$ cat src/rtl/mem_arb_pkg.sv
// Shared types and constants for the memory arbiter.
//   arb_state_e           : arbiter FSM state encoding
//   LB..LHU, SB..SW       : RV32I funct3 size codes for loads and stores
//   MAX_LS_STREAK_DEFAULT : default cap on back-to-back load/store grants while a fetch waits
package mem_arb_pkg;

    typedef enum logic [1:0] {
        IDLE   = 2'd0,
        IF_ACC = 2'd1,
        LS_ACC = 2'd2,
        RESP   = 2'd3
    } arb_state_e;

    // Load size codes
    localparam logic [2:0] LB  = 3'b000;
    localparam logic [2:0] LH  = 3'b001;
    localparam logic [2:0] LW  = 3'b010;
    localparam logic [2:0] LBU = 3'b100;
    localparam logic [2:0] LHU = 3'b101;

    // Store size codes
    localparam logic [2:0] SB = 3'b000;
    localparam logic [2:0] SH = 3'b001;
    localparam logic [2:0] SW = 3'b010;

    localparam int unsigned MAX_LS_STREAK_DEFAULT = 2;

endpackage

$ cat src/rtl/ls_align.sv
// Load/store lane alignment, purely combinational.
// Request side (unregistered request fields, used at grant time):
//   req_we, req_funct3, req_addr, req_wdata : incoming load/store request
//   be, wdata                               : byte enables and lane-replicated store data
//   err                                     : misaligned access or illegal size code
// Load side (captured fields, used when the memory word returns):
//   ld_funct3, ld_offset, ld_word           : captured size code, byte offset, raw memory word
//   ld_data                                 : shifted and sign/zero-extended load result
module ls_align
    import mem_arb_pkg::*;
(
    input  logic        req_we,
    input  logic [2:0]  req_funct3,
    input  logic [31:0] req_addr,
    input  logic [31:0] req_wdata,
    output logic [3:0]  be,
    output logic [31:0] wdata,
    output logic        err,
    input  logic [2:0]  ld_funct3,
    input  logic [1:0]  ld_offset,
    input  logic [31:0] ld_word,
    output logic [31:0] ld_data
);

    logic [31:0] ld_shifted;

    // Store lanes. Loads read the full word and pick lanes on return.
    always_comb begin
        be    = 4'b1111;
        wdata = 32'h0;
        if (req_we) begin
            be = 4'b0000;
            case (req_funct3)
                SB: begin
                    be    = 4'b0001 << req_addr[1:0];
                    wdata = {4{req_wdata[7:0]}};
                end
                SH: begin
                    be    = 4'b0011 << req_addr[1:0];
                    wdata = {2{req_wdata[15:0]}};
                end
                SW: begin
                    be    = 4'b1111;
                    wdata = req_wdata;
                end
                default: begin
                    be    = 4'b0000;
                    wdata = 32'h0;
                end
            endcase
        end
    end

    always_comb begin
        err = 1'b0;
        if (req_we) begin
            case (req_funct3)
                SB:      err = 1'b0;
                SH:      err = req_addr[0];
                SW:      err = |req_addr[1:0];
                default: err = 1'b1;
            endcase
        end else begin
            case (req_funct3)
                LB, LBU: err = 1'b0;
                LH, LHU: err = req_addr[0];
                LW:      err = |req_addr[1:0];
                default: err = 1'b1;
            endcase
        end
    end

    assign ld_shifted = ld_word >> {ld_offset, 3'b000};

    always_comb begin
        ld_data = 32'h0;
        case (ld_funct3)
            LB:      ld_data = {{24{ld_shifted[7]}}, ld_shifted[7:0]};
            LBU:     ld_data = {24'h0, ld_shifted[7:0]};
            LH:      ld_data = {{16{ld_shifted[15]}}, ld_shifted[15:0]};
            LHU:     ld_data = {16'h0, ld_shifted[15:0]};
            LW:      ld_data = ld_word;
            default: ld_data = 32'h0;
        endcase
    end

endmodule

$ cat src/rtl/mem_arbiter.sv
// Two-requester arbiter (instruction fetch, load/store) in front of one memory port.
// One access in flight at a time: IDLE -> IF_ACC/LS_ACC -> RESP -> IDLE.
// Ports:
//   clk, rst_n                                  : clock, async active-low reset
//   if_req, if_addr / if_gnt, if_rvalid, if_rdata : fetch request and response
//   ls_req, ls_we, ls_funct3, ls_addr, ls_wdata    : load/store request
//   ls_gnt, ls_rvalid, ls_rdata, ls_err            : load/store response
//   mem_req, mem_we, mem_be, mem_addr, mem_wdata   : memory request (word-aligned address)
//   mem_ready, mem_rdata                           : memory completion and read word
module mem_arbiter
    import mem_arb_pkg::*;
#(
    parameter int unsigned MAX_LS_STREAK = MAX_LS_STREAK_DEFAULT
) (
    input  logic        clk,
    input  logic        rst_n,
    input  logic        if_req,
    input  logic [31:0] if_addr,
    output logic        if_gnt,
    output logic        if_rvalid,
    output logic [31:0] if_rdata,
    input  logic        ls_req,
    input  logic        ls_we,
    input  logic [2:0]  ls_funct3,
    input  logic [31:0] ls_addr,
    input  logic [31:0] ls_wdata,
    output logic        ls_gnt,
    output logic        ls_rvalid,
    output logic [31:0] ls_rdata,
    output logic        ls_err,
    output logic        mem_req,
    output logic        mem_we,
    output logic [3:0]  mem_be,
    output logic [31:0] mem_addr,
    output logic [31:0] mem_wdata,
    input  logic        mem_ready,
    input  logic [31:0] mem_rdata
);

    localparam int unsigned     CNT_W      = $clog2(MAX_LS_STREAK + 2);
    localparam logic [CNT_W-1:0] STREAK_MAX = CNT_W'(MAX_LS_STREAK);

    arb_state_e       state_q;
    logic [CNT_W-1:0] streak_q;

    logic        ls_we_q;
    logic [2:0]  ls_funct3_q;
    logic [1:0]  ls_offset_q;

    logic        mem_req_q;
    logic        mem_we_q;
    logic [3:0]  mem_be_q;
    logic [31:0] mem_addr_q;
    logic [31:0] mem_wdata_q;

    logic        if_rvalid_q;
    logic [31:0] if_rdata_q;
    logic        ls_rvalid_q;
    logic        ls_err_q;
    logic [31:0] ls_rdata_q;

    logic [3:0]  st_be;
    logic [31:0] st_wdata;
    logic        ls_bad;
    logic [31:0] ld_data;

    logic        in_idle;
    logic        if_starved;
    logic        ls_pick;
    logic        if_pick;

    ls_align u_ls_align (
        .req_we     (ls_we),
        .req_funct3 (ls_funct3),
        .req_addr   (ls_addr),
        .req_wdata  (ls_wdata),
        .be         (st_be),
        .wdata      (st_wdata),
        .err        (ls_bad),
        .ld_funct3  (ls_funct3_q),
        .ld_offset  (ls_offset_q),
        .ld_word    (mem_rdata),
        .ld_data    (ld_data)
    );

    // Load/store normally wins; a waiting fetch gets the port once the streak cap is reached.
    assign in_idle    = (state_q == IDLE);
    assign if_starved = if_req && (streak_q == STREAK_MAX);
    assign ls_pick    = ls_req && !if_starved;
    assign if_pick    = if_req && !ls_pick;

    // Gated with rst_n so grants stay low while reset is held, even with requests high.
    assign ls_gnt = rst_n && in_idle && ls_pick;
    assign if_gnt = rst_n && in_idle && if_pick;

    always_ff @(posedge clk or negedge rst_n) begin
        if (!rst_n) begin
            state_q     <= IDLE;
            streak_q    <= '0;
            ls_we_q     <= 1'b0;
            ls_funct3_q <= 3'b000;
            ls_offset_q <= 2'b00;
            mem_req_q   <= 1'b0;
            mem_we_q    <= 1'b0;
            mem_be_q    <= 4'b0000;
            mem_addr_q  <= 32'h0;
            mem_wdata_q <= 32'h0;
            if_rvalid_q <= 1'b0;
            if_rdata_q  <= 32'h0;
            ls_rvalid_q <= 1'b0;
            ls_err_q    <= 1'b0;
            ls_rdata_q  <= 32'h0;
        end else begin
            case (state_q)
                IDLE: begin
                    if (!if_req || if_pick) begin
                        streak_q <= '0;
                    end else if (ls_pick && (streak_q != STREAK_MAX)) begin
                        streak_q <= streak_q + 1'b1;
                    end

                    if (ls_pick) begin
                        ls_we_q     <= ls_we;
                        ls_funct3_q <= ls_funct3;
                        ls_offset_q <= ls_addr[1:0];
                        if (ls_bad) begin
                            // Rejected access: skip the memory and answer straight away.
                            state_q     <= RESP;
                            ls_rvalid_q <= 1'b1;
                            ls_err_q    <= 1'b1;
                            ls_rdata_q  <= 32'h0;
                        end else begin
                            state_q     <= LS_ACC;
                            mem_req_q   <= 1'b1;
                            mem_we_q    <= ls_we;
                            mem_be_q    <= st_be;
                            mem_addr_q  <= ls_addr & 32'hFFFF_FFFC;
                            mem_wdata_q <= st_wdata;
                        end
                    end else if (if_pick) begin
                        state_q     <= IF_ACC;
                        mem_req_q   <= 1'b1;
                        mem_we_q    <= 1'b0;
                        mem_be_q    <= 4'b1111;
                        mem_addr_q  <= if_addr & 32'hFFFF_FFFC;
                        mem_wdata_q <= 32'h0;
                    end
                end

                IF_ACC: begin
                    if (mem_ready) begin
                        state_q     <= RESP;
                        mem_req_q   <= 1'b0;
                        if_rdata_q  <= mem_rdata;
                        if_rvalid_q <= 1'b1;
                    end
                end

                LS_ACC: begin
                    if (mem_ready) begin
                        state_q     <= RESP;
                        mem_req_q   <= 1'b0;
                        ls_rdata_q  <= ls_we_q ? 32'h0 : ld_data;
                        ls_rvalid_q <= 1'b1;
                    end
                end

                RESP: begin
                    state_q     <= IDLE;
                    if_rvalid_q <= 1'b0;
                    ls_rvalid_q <= 1'b0;
                    ls_err_q    <= 1'b0;
                end

                default: state_q <= IDLE;
            endcase
        end
    end

    assign mem_req   = mem_req_q;
    assign mem_we    = mem_we_q;
    assign mem_be    = mem_be_q;
    assign mem_addr  = mem_addr_q;
    assign mem_wdata = mem_wdata_q;
    assign if_rvalid = if_rvalid_q;
    assign if_rdata  = if_rdata_q;
    assign ls_rvalid = ls_rvalid_q;
    assign ls_err    = ls_err_q;
    assign ls_rdata  = ls_rdata_q;

endmodule

$ cat config.mk
export PLATFORM = sky130hd
export DESIGN_NAME = mem_arbiter
export DESIGN_NICKNAME = d
export VERILOG_FILES = /design/src/rtl/mem_arb_pkg.sv /design/src/rtl/ls_align.sv /design/src/rtl/mem_arbiter.sv
export SDC_FILE = /design/constraint.sdc
export NUM_CORES = 1
export LEC_CHECK = 0
export ABC_AREA = 1
export CAP_MARGIN = 20
export CORE_ASPECT_RATIO = 0.9
export CORE_MARGIN = 10
export CORE_UTILIZATION = 25
export DETAILED_ROUTE_END_ITERATION = 16
export GPL_TIMING_DRIVEN = 0
export PLACE_DENSITY = 0.6
export SLEW_MARGIN = 20
export SYNTH_ARGS = -nofsm -noshare
export SYNTH_HDL_FRONTEND = slang
export SYNTH_SLANG_ARGS = --single-unit
$ cat constraint.sdc
create_clock -name clk -period 5.02 [get_ports clk]
set_input_delay 1.004 -clock clk [delete_from_list [all_inputs] [get_ports clk]]
set_output_delay 1.004 -clock clk [all_outputs]
set_load 0.05 [all_outputs]
==> results of run 1 <==
==> worst register-to-register path: stages, from the launching register on <==
cell	delay (ps)
sky130_fd_sc_hd__dfrtp_1	400
sky130_fd_sc_hd__inv_1	110
sky130_fd_sc_hd__ha_1	150
sky130_fd_sc_hd__clkbuf_1	400
sky130_fd_sc_hd__nand2_1	270
sky130_fd_sc_hd__nor2_1	360
sky130_fd_sc_hd__clkbuf_1	420
sky130_fd_sc_hd__nand4_1	250
sky130_fd_sc_hd__nand2_1	110
==> per-stage QoR <==
step | util (%) | std cells | hold slack (ps) | instance area [sq um]
after floorplan | - | 1069 | 450.6 | 7710
after global placement | 36.17 | 1742 | 452.4 | 10920
after detailed placement | 36.28 | 1743 | 459.3 | 10950
after CTS | 38.09 | 1774 | 475.8 | 11500
after global routing | 38.10 | 1775 | 494.2 | 11500
final | 38.10 | 1775 | 468.3 | 11500
==> where the power goes <==
part | leakage (uW) | total (uW) | switching, uW | internal [uW]
registers | 0.00190 | 1910 | 281 | 1630
clock network | 0.000254 | 1210 | 564 | 645
logic | 0.00339 | 4280 | 2960 | 1320
==> kinds of logic after synthesis <==
group	after synthesis	share of synthesized area [%]
AO/OA/AOI/OAI	117	8.118
adder cells (fa/ha/maj)	5	0.8118
buffers and inverters	153	8.345
flip-flops	145	47.09
multiplexers	2	0.2598
other	1	0.04866
AND/OR/NAND/NOR	645	35.33
==> per-layer routing <==
metal	up-vias	share of wire, %
met4	6	1.1
met5	-	0.14
met2	356	45
li1	4001	-
met3	33	12
met1	3865	42
==> flip-flops by register name, summed over array words and instances (netlist names) <==
register / flops
if_rdata: 32
if_rvalid: 1
ls_err: 1
ls_funct3_q: 3
ls_offset_q: 2
ls_rdata: 32
ls_rvalid: 1
ls_we_q: 1
mem_addr: 30
mem_be: 4
mem_req: 1
mem_wdata: 32
mem_we: 1
state_q: 2
streak_q: 2
==> area by class of cell <==
type / instances / area (sq um) / area share, %
multi-input cells: 771 / 3438 / 29.90
inverters: 84 / 315.3 / 2.742
clock inverters: 14 / 121.4 / 1.055
diodes: 1 / 2.502 / 0.02176
repair buffers: 271 / 2735 / 23.79
well taps: 403 / 504.2 / 4.385
clock buffers: 17 / 425.4 / 3.700
flip-flops and latches: 145 / 3628 / 31.56
plain buffers: 69 / 327.8 / 2.851
==> layout by cell type, fill, tap and decap left out, drive strengths merged <==
| cell type | synthesis | layout |
|---|---|---|
| a21oi | 4 | 4 |
| conb | 1 | 2 |
| clkinv | 2 | 3 |
| a22o | 6 | 6 |
| o211ai | 1 | 1 |
| buf | 28 | 30 |
| inv | 82 | 90 |
| diode | 0 | 1 |
| nand3 | 59 | 59 |
| nor2 | 9 | 9 |
| clkbuf | 41 | 58 |
| nand2 | 503 | 503 |
| clkinvlp | 0 | 5 |
| mux2i | 2 | 2 |
| or2 | 1 | 1 |
| dfrtp | 145 | 145 |
| ha | 5 | 5 |
| clkdlybuf4s50 | 0 | 269 |
| o22ai | 1 | 1 |
| o21ai | 104 | 104 |
| nor3 | 4 | 4 |
| nand4 | 68 | 68 |
| nor4 | 1 | 1 |
| a22oi | 1 | 1 |
==> path summary, 6_finish.rpt <==
kind                                 endpoint  slack [ps]  depth (start not counted)
worst min register to register   mem_addr[23]         470                          2
worst max register to register  mem_wdata[30]        2500                          8
worst min-delay path             mem_addr[23]         470                          2
min in group asynchronous        if_rdata[19]         500                          1
worst max-delay path                   if_gnt         490                          7
max in group asynchronous       mem_wdata[30]        3710                          2
==> flow_results.org, run 1 <==
** Synthesis
- After synthesis, the share of flip-flops with an asynchronous set or reset is 100.0%.
- Portion of the post-synthesis area used by sequential elements :: 47.09%
- Synthesized area :: just under 8000 sq um
- Share of the synthesized area in the top cell type :: between 40% and 50%
- Distinct cells, synth :: 32
- The largest total area in the synthesized netlist belongs to sky130_fd_sc_hd__dfrtp_1.
- Number of synthesized flops with an enable pin :: 0
- The commonest cells after synthesis are sky130_fd_sc_hd__nand2_1, sky130_fd_sc_hd__dfrtp_1, sky130_fd_sc_hd__o21ai_0, sky130_fd_sc_hd__inv_1, sky130_fd_sc_hd__nand4_1.
- Main area contributors after synthesis :: sky130_fd_sc_hd__dfrtp_1, sky130_fd_sc_hd__nand2_1, sky130_fd_sc_hd__o21ai_0
- In the synthesized netlist the dominant register cell turns out to be sky130_fd_sc_hd__dfrtp_1.
- sky130_fd_sc_hd__nand2_1 is the most common cell in the netlist.
- Mean cell area of the mapped netlist :: between 7 and 8 sq um
- Number of cells produced by synthesis :: between 1,000 and 1,500
- Yosys warnings :: 0
- FF+latch count, synth :: roughly 150

** GRT
- Met3 track demand over resource :: roughly 7.7%
- The number of global-route vias before repair is roughly 8,400.
- The first global-routing pass estimated between 50,000 and 60,000 um of wire.
- In the global route stage, met2 resource usage came out at a little over a quarter.
- The total overflow left after global routing is 0.
- Largest net degree at the start of global routing :: around 90
- Global-route track usage on met1 :: 20.19%
- Global routing usage summed across all routing layers :: about 17%
- Number of antenna violations at the first check in global routing :: 4
- Routing layer with the top usage in global route :: met2

** STA
- In the post-route analysis, the smallest setup slack over all paths is 487.9 ps.
- The clock arrives with between 15 and 20 ps of skew.
- Setup repair after global routing left no endpoint under its margin.
- The final number of max-transition violations came to 0.
- Final Hold Vio Count :: 0
- Setup-violating endpoint count in the final report :: 0
- Slew headroom :: between 50% and 60%
- For the final routed database, the setup TNS stands at 0 ps.
- Actual transition at the worst max-transition pin :: between 600 and 700 ps
- Fmax achieved :: 220.6 MHz
- The final critical path takes up around nine tenths of the cycle.
- Min Clock Period, post-route :: 4532 ps

** CTS
- Buffers inserted during post-CTS setup optimization :: 0
- TritonCTS Buffers :: 17
- Clock Sinks :: 145
- In this run the clock root is driven by a sky130_fd_sc_hd__clkbuf_16.
- TritonCTS built the clock tree.
- Hold-fix buffers at CTS :: 0
- For the worst-skew pair, the clock arrives at the later sink with an insertion delay of 440 ps.
- Bufs on Longest Clock Path :: 2
- Gates resized during post-CTS repair numbered 0.
- Deepest level of the CTS H-tree :: 4
- Clock-pin slew was measured on the worst setup and hold paths at around 70 ps.

** Setup path
- Data required time at the worst endpoint :: 4020 ps
- The critical path goes through clkdlybuf4s50_1, nand2_1, nand2_2, inv_2, clkbuf_1, nor4_1, clkdlybuf4s50_1.
- Tracing the worst setup path back leads to its startpoint at if_req.
- On the critical path, the stage with the largest delay is an instance of sky130_fd_sc_hd__clkdlybuf4s50_1.
- Critical path fanouts, max :: 10
- Element type at the critical path start :: input port
- Worst flop-to-flop path startpoint :: state_q[1]
- The worst setup path is of the input port to output pin kind.
- Grouping stages by cell kind, the critical path spends the most delay in buffers and inverters.
- On the worst path, the slowest cell contributes a delay of ~940 ps.
- STA classifies the critical path endpoint as an output pin.
- Data on the critical path arrives at its endpoint at 3530 ps.
- The number of buffers and inverters on the critical path is 4.
- The cell that appears most often on the critical path is sky130_fd_sc_hd__clkdlybuf4s50_1.

** Final layout
- For this run, the post-layout net count is about 1,500.
- Fill cells :: roughly 3,200
- Of the cells placed in the final design, the portion with a size suffix greater than 1 is slightly above 5%.
- Area growth from synthesis to final layout :: 49.21%

** Worst hold path
- Type of the tightest min-delay check :: flop to flop
- Beginning of the worst hold path :: mem_addr[23]

** Routing
- Wirelength, routed :: roughly 33,000 um
- Wire length per cell :: ~19 um
- Detail-routed via count per cell :: between 4 and 5
- In the routed design, unresolved DRC markers number 0.
- Detailed routing inserted a total of roughly 8,300 vias.
- The first routing iteration left roughly 530 violations.
- The first detailed-routing pass ran for 5 iterations.
- Count of antenna-violating nets left after detailed routing :: 0

** Die
- Area of the core :: between 30,000 and 40,000 sq um
- The die is between 200 and 250 um wide.
- Num rows :: 60
- The die covers ~38,000 sq um.
- The initial utilization of the core area, before any placement, comes to about 26%.
- In this run the count of I/O pins placed on the die edge is between 200 and 300.
- Vertical die dimension :: about 190 um

** Power and ir drop
- The completed layout was analyzed and its total power is between 7000 and 8000 uW.
- Leakage power :: between 0.005 and 0.006 uW
- PD cells :: 643.3 nW/um^2
- Peak supply drop :: 0.3534 mV

** Job
- Max Cap Viol :: 0

** Placement
- At the end of routability-driven placement, the weighted congestion stood at approximately 0.89.
- At the placement stage, the worst setup path has a slack of roughly 400 ps.
- PortBufs :: 270
- Summed over all nets, the half-perimeter wirelength after detailed placement is between 20,000 and 30,000 um.

** Status
- The flow ran to the end, and the final reports show no timing, DRC or antenna violations.
Note: power is estimated with default switching activity, not from simulation.
==> run 2, diff against run 1 <==
--- a/config.mk
+++ b/config.mk
@@ -6,6 +6,7 @@
 export NUM_CORES = 1
 export LEC_CHECK = 0
 export ABC_AREA = 1
+export ABC_CLOCK_PERIOD_IN_PS = 5020
 export CAP_MARGIN = 20
 export CORE_ASPECT_RATIO = 0.9
 export CORE_MARGIN = 10
==> results of run 2 <==
Same layout as run 1: the final DEF is identical, and so are final timing and power.
==> run 3, diff against run 2 <==
--- a/config.mk
+++ b/config.mk
@@ -12,8 +12,9 @@
 export CORE_MARGIN = 10
 export CORE_UTILIZATION = 25
 export DETAILED_ROUTE_END_ITERATION = 16
-export GPL_TIMING_DRIVEN = 0
-export PLACE_DENSITY = 0.6
+export DONT_BUFFER_PORTS = 1
+export PLACE_DENSITY = 0.48
+export SKIP_CTS_REPAIR_TIMING = 1
 export SLEW_MARGIN = 20
 export SYNTH_ARGS = -nofsm -noshare
 export SYNTH_HDL_FRONTEND = slang
==> flow_results.org, run 3 (synthesized netlist as in run 1, its figures left out) <==
** Setup path
- The slowest stage of the critical path belongs to the cell sky130_fd_sc_hd__nand2_1.
- The worst-case reg-to-reg path depth is 9 (+1).
- Critical path fanouts, max :: 34 (+24)
- Data required time at the worst endpoint :: 4020 ps (about the same)
- Cell with the most instances on the worst path :: sky130_fd_sc_hd__nand2_1
- Cell breakdown of the critical path :: inv_1, ha_1, nand2_1, nand2_2, inv_2, nand2_1, nor2_1, buf_4
- STA classifies the critical path endpoint as an output pin.
- The maximum single-stage delay on the critical path is 470 ps (-470 ps).
- The startpoint identified for the worst register-to-register timing path is streak_q[0].
- Start point of the critical path :: streak_q[0]
- STA classifies the critical path startpoint as a flop.
- WP data arrival :: 2490 ps (-1040 ps)
- By startpoint and endpoint, the worst setup path is classified as flop to output pin.
- The worst register-to-register path ends at ls_rdata[25].
- The slack of the worst reg-to-reg path is 2110 ps (-390 ps).

** STA
- The tightest hold margin is 276.2 ps (-192.1 ps).
- Actual transition at the worst max-transition pin :: 979.0 ps (+335.3 ps)
- The final setup violation count is 0 (unchanged).
- The relative slew slack was 34.66% (-22 points).
- Final Hold Vio Count :: 0 (unchanged)
- Setup TNS :: 0 ps (unchanged)
- Worst Clk Skew :: 9.433 ps (-5.578 ps)
- Min Clock Period, post-route :: 3492 ps (-1040 ps)
- Fmax achieved :: 286.3 MHz (+30%)
- Max-slew violation count :: 0 (unchanged)
- Post-route clock period utilization :: 69.57% (-21 points)
- Setup repair after global routing left no endpoint under its margin.

** Routing
- DR vias :: 6,892 (-17%)
- Detail-routed via count per cell :: 4.770 (+2.5%)
- Drc violations :: 0 (unchanged)
- Wire length per cell :: 20.27 um (+8.5%)
- Count of routing violations after the opening detailed-route iteration :: 350 (-34%)
- Count of antenna-violating nets left after detailed routing :: 0 (unchanged)
- The detailed-route wire length came to 29,290 um (-12%).
- The count of TritonRoute iterations in the first routing pass is 4 (-1).

** CTS
- Clock insertion delay at the later pin of the skew report :: 430 ps (about the same)
- TritonCTS clock tree :: built
- Clock Sinks :: 145 (unchanged)
- Bufs on Longest Clock Path :: 2 (unchanged)
- Clock tree synthesis selected as its root buffer the cell sky130_fd_sc_hd__clkbuf_16.
- The clock transition at the registers of the reported paths is 60 ps (about the same).
- TritonCTS Buffers :: 17 (unchanged)
- Deepest level of the CTS H-tree :: 4 (unchanged)

** Die
- Vertical die dimension :: 186.6 um (unchanged)
- Chip width :: 205.1 um (unchanged)
- Num rows :: 60 (unchanged)
- The die area was 38,260 sq um (unchanged).
- Area of the core :: 30,180 sq um (unchanged)
- The number of top-level pins is 276 (unchanged).
- Initial core utilization :: 25.53% (unchanged)

** GRT
- The largest net degree at the start of global routing is 147 (+60%).
- The initial antenna violation count came to 0 (-4).
- The number of global-route vias before repair was 7,095 (-16%).
- Global routing usage summed across all routing layers :: 15.05% (-1.9 points)
- The global routing usage on met1 was 17.72% (-2.5 points).
- Met3 track demand over resource :: 7.386% (-0.33 points)
- The leftover overflow at the end of global routing is 0 (unchanged).
- The wire length of the first global-routing pass is 44,350 um (-12%).
- GR met2 Demand/Resource :: 23.83% (-3.3 points)
- After global routing, the most crowded layer is met2.

** Final layout
- Area of the multi-input gates :: 3460 sq um (+0.62%)
- Most frequent standard cell in the layout excluding fill and tap cells :: sky130_fd_sc_hd__nand2_1
- The number of nets in the finished design came to 1,171 (-22%).
- The top cell types in the final layout, fill and taps aside, are sky130_fd_sc_hd__nand2_1, sky130_fd_sc_hd__dfrtp_1, sky130_fd_sc_hd__o21ai_0.
- The sequential cell area is 3628 sq um (unchanged).
- Share of post-route cells with drive strength above 1 :: 5.470% (+0.36 points)
- The number of diodes added for antenna fixing came to 0 (-1).
- Layout Cells excl Fill :: 1,445 (-19%)
- Share of the core filled with cells in the final layout :: 28.50% (-9.6 points)
- The total of fill cells in the finished design was 3,342 (+4.3%).
- Area growth from synthesis to final layout :: 11.61%

** Placement
- Total placed cells including tap cells :: 1,413 (-19%)
- Final HPWL from detailed placement :: 21,460 um (-20%)
- The number of port buffers came to 0 (-100%).
- Final estimated routing congestion in global placement :: 0.8191 (-7.7%)

** Power and ir drop
- The static leakage came to 0.004462 uW (-20%).
- Power Total :: 6432 uW (-13%)
- The power per standard cell area was 747.8 nW/um^2 (+16%).
- Cell-internal power :: 2921 uW (-19%)
- Share of total power consumed by net switching :: 54.58% (+3.1 points)
- The clock network power share is 21.2% (+4.8 points).
- The largest voltage drop on the vdd net was 0.3021 mV (-15%).
- Power spent charging and discharging nets :: 3511 uW (-7.7%)
- Logic pwr share :: 23.8% (-34 points)
- Sequential Power Share :: 55.0% (+29 points)

** Job
- The number of max-cap violations came to 0 (unchanged).

** Status
- Result of the run :: complete, no violations

** Worst hold path
- Type of the tightest min-delay check :: input port to asynchronous set/reset pin
-- run 3: final cells by class --
type / instances / area share [%]
multi-input combinational: 771 / 40.22
inverter: 84 / 3.666
tap: 403 / 5.863
clock buffer: 24 / 5.717
clock inverter: 8 / 1.469
timing repair buffer: 10 / 0.8729
sequential: 145 / 42.19
-- run 3: worst max-delay path by stage --
stage	to	slack [ps]	cells past startpoint
global placement	ls_gnt	1550	6
global route	ls_gnt	1220	8
floorplan	if_gnt	1120	5
detailed placement	ls_gnt	1520	6
CTS	ls_gnt	1430	8
finish	ls_gnt	1530	8
-- run 3: stage by stage --
| stage | instance area (sq um) | setup WS [ps] |
|---|---|---|
| after CTS | 8596 | 1432 |
| after floorplan | 7710 | 1119 |
| after global routing | 8601 | 1225 |
| after global placement | 7978 | 1546 |
| final | 8601 | 1528 |
| after detailed placement | 7978 | 1517 |
-- run 3: critical path, delay by kind of cell (launching register included) --
kind,cells,cell delay [ps]
fa+ha+maj,1,190
buf+inv,3,690
flops,1,360
simple gates,4,810
-- run 3: power by group through the flow --
stage	Sequential (uW)	Combinational, uW	Clock [uW]
final	3540	1530	1360
after global routing	3620	1810	1460
after CTS	3580	1560	1410
after detailed placement	3590	1560	0
after global placement	3600	1530	0
after floorplan	3340	1290	0
-- run 3: per-layer routing --
layer	wire (um)	vias to the layer above
met5	0	-
met4	340	0
met3	3755	16
met2	13580	284
met1	11620	3255
li1	-	3337
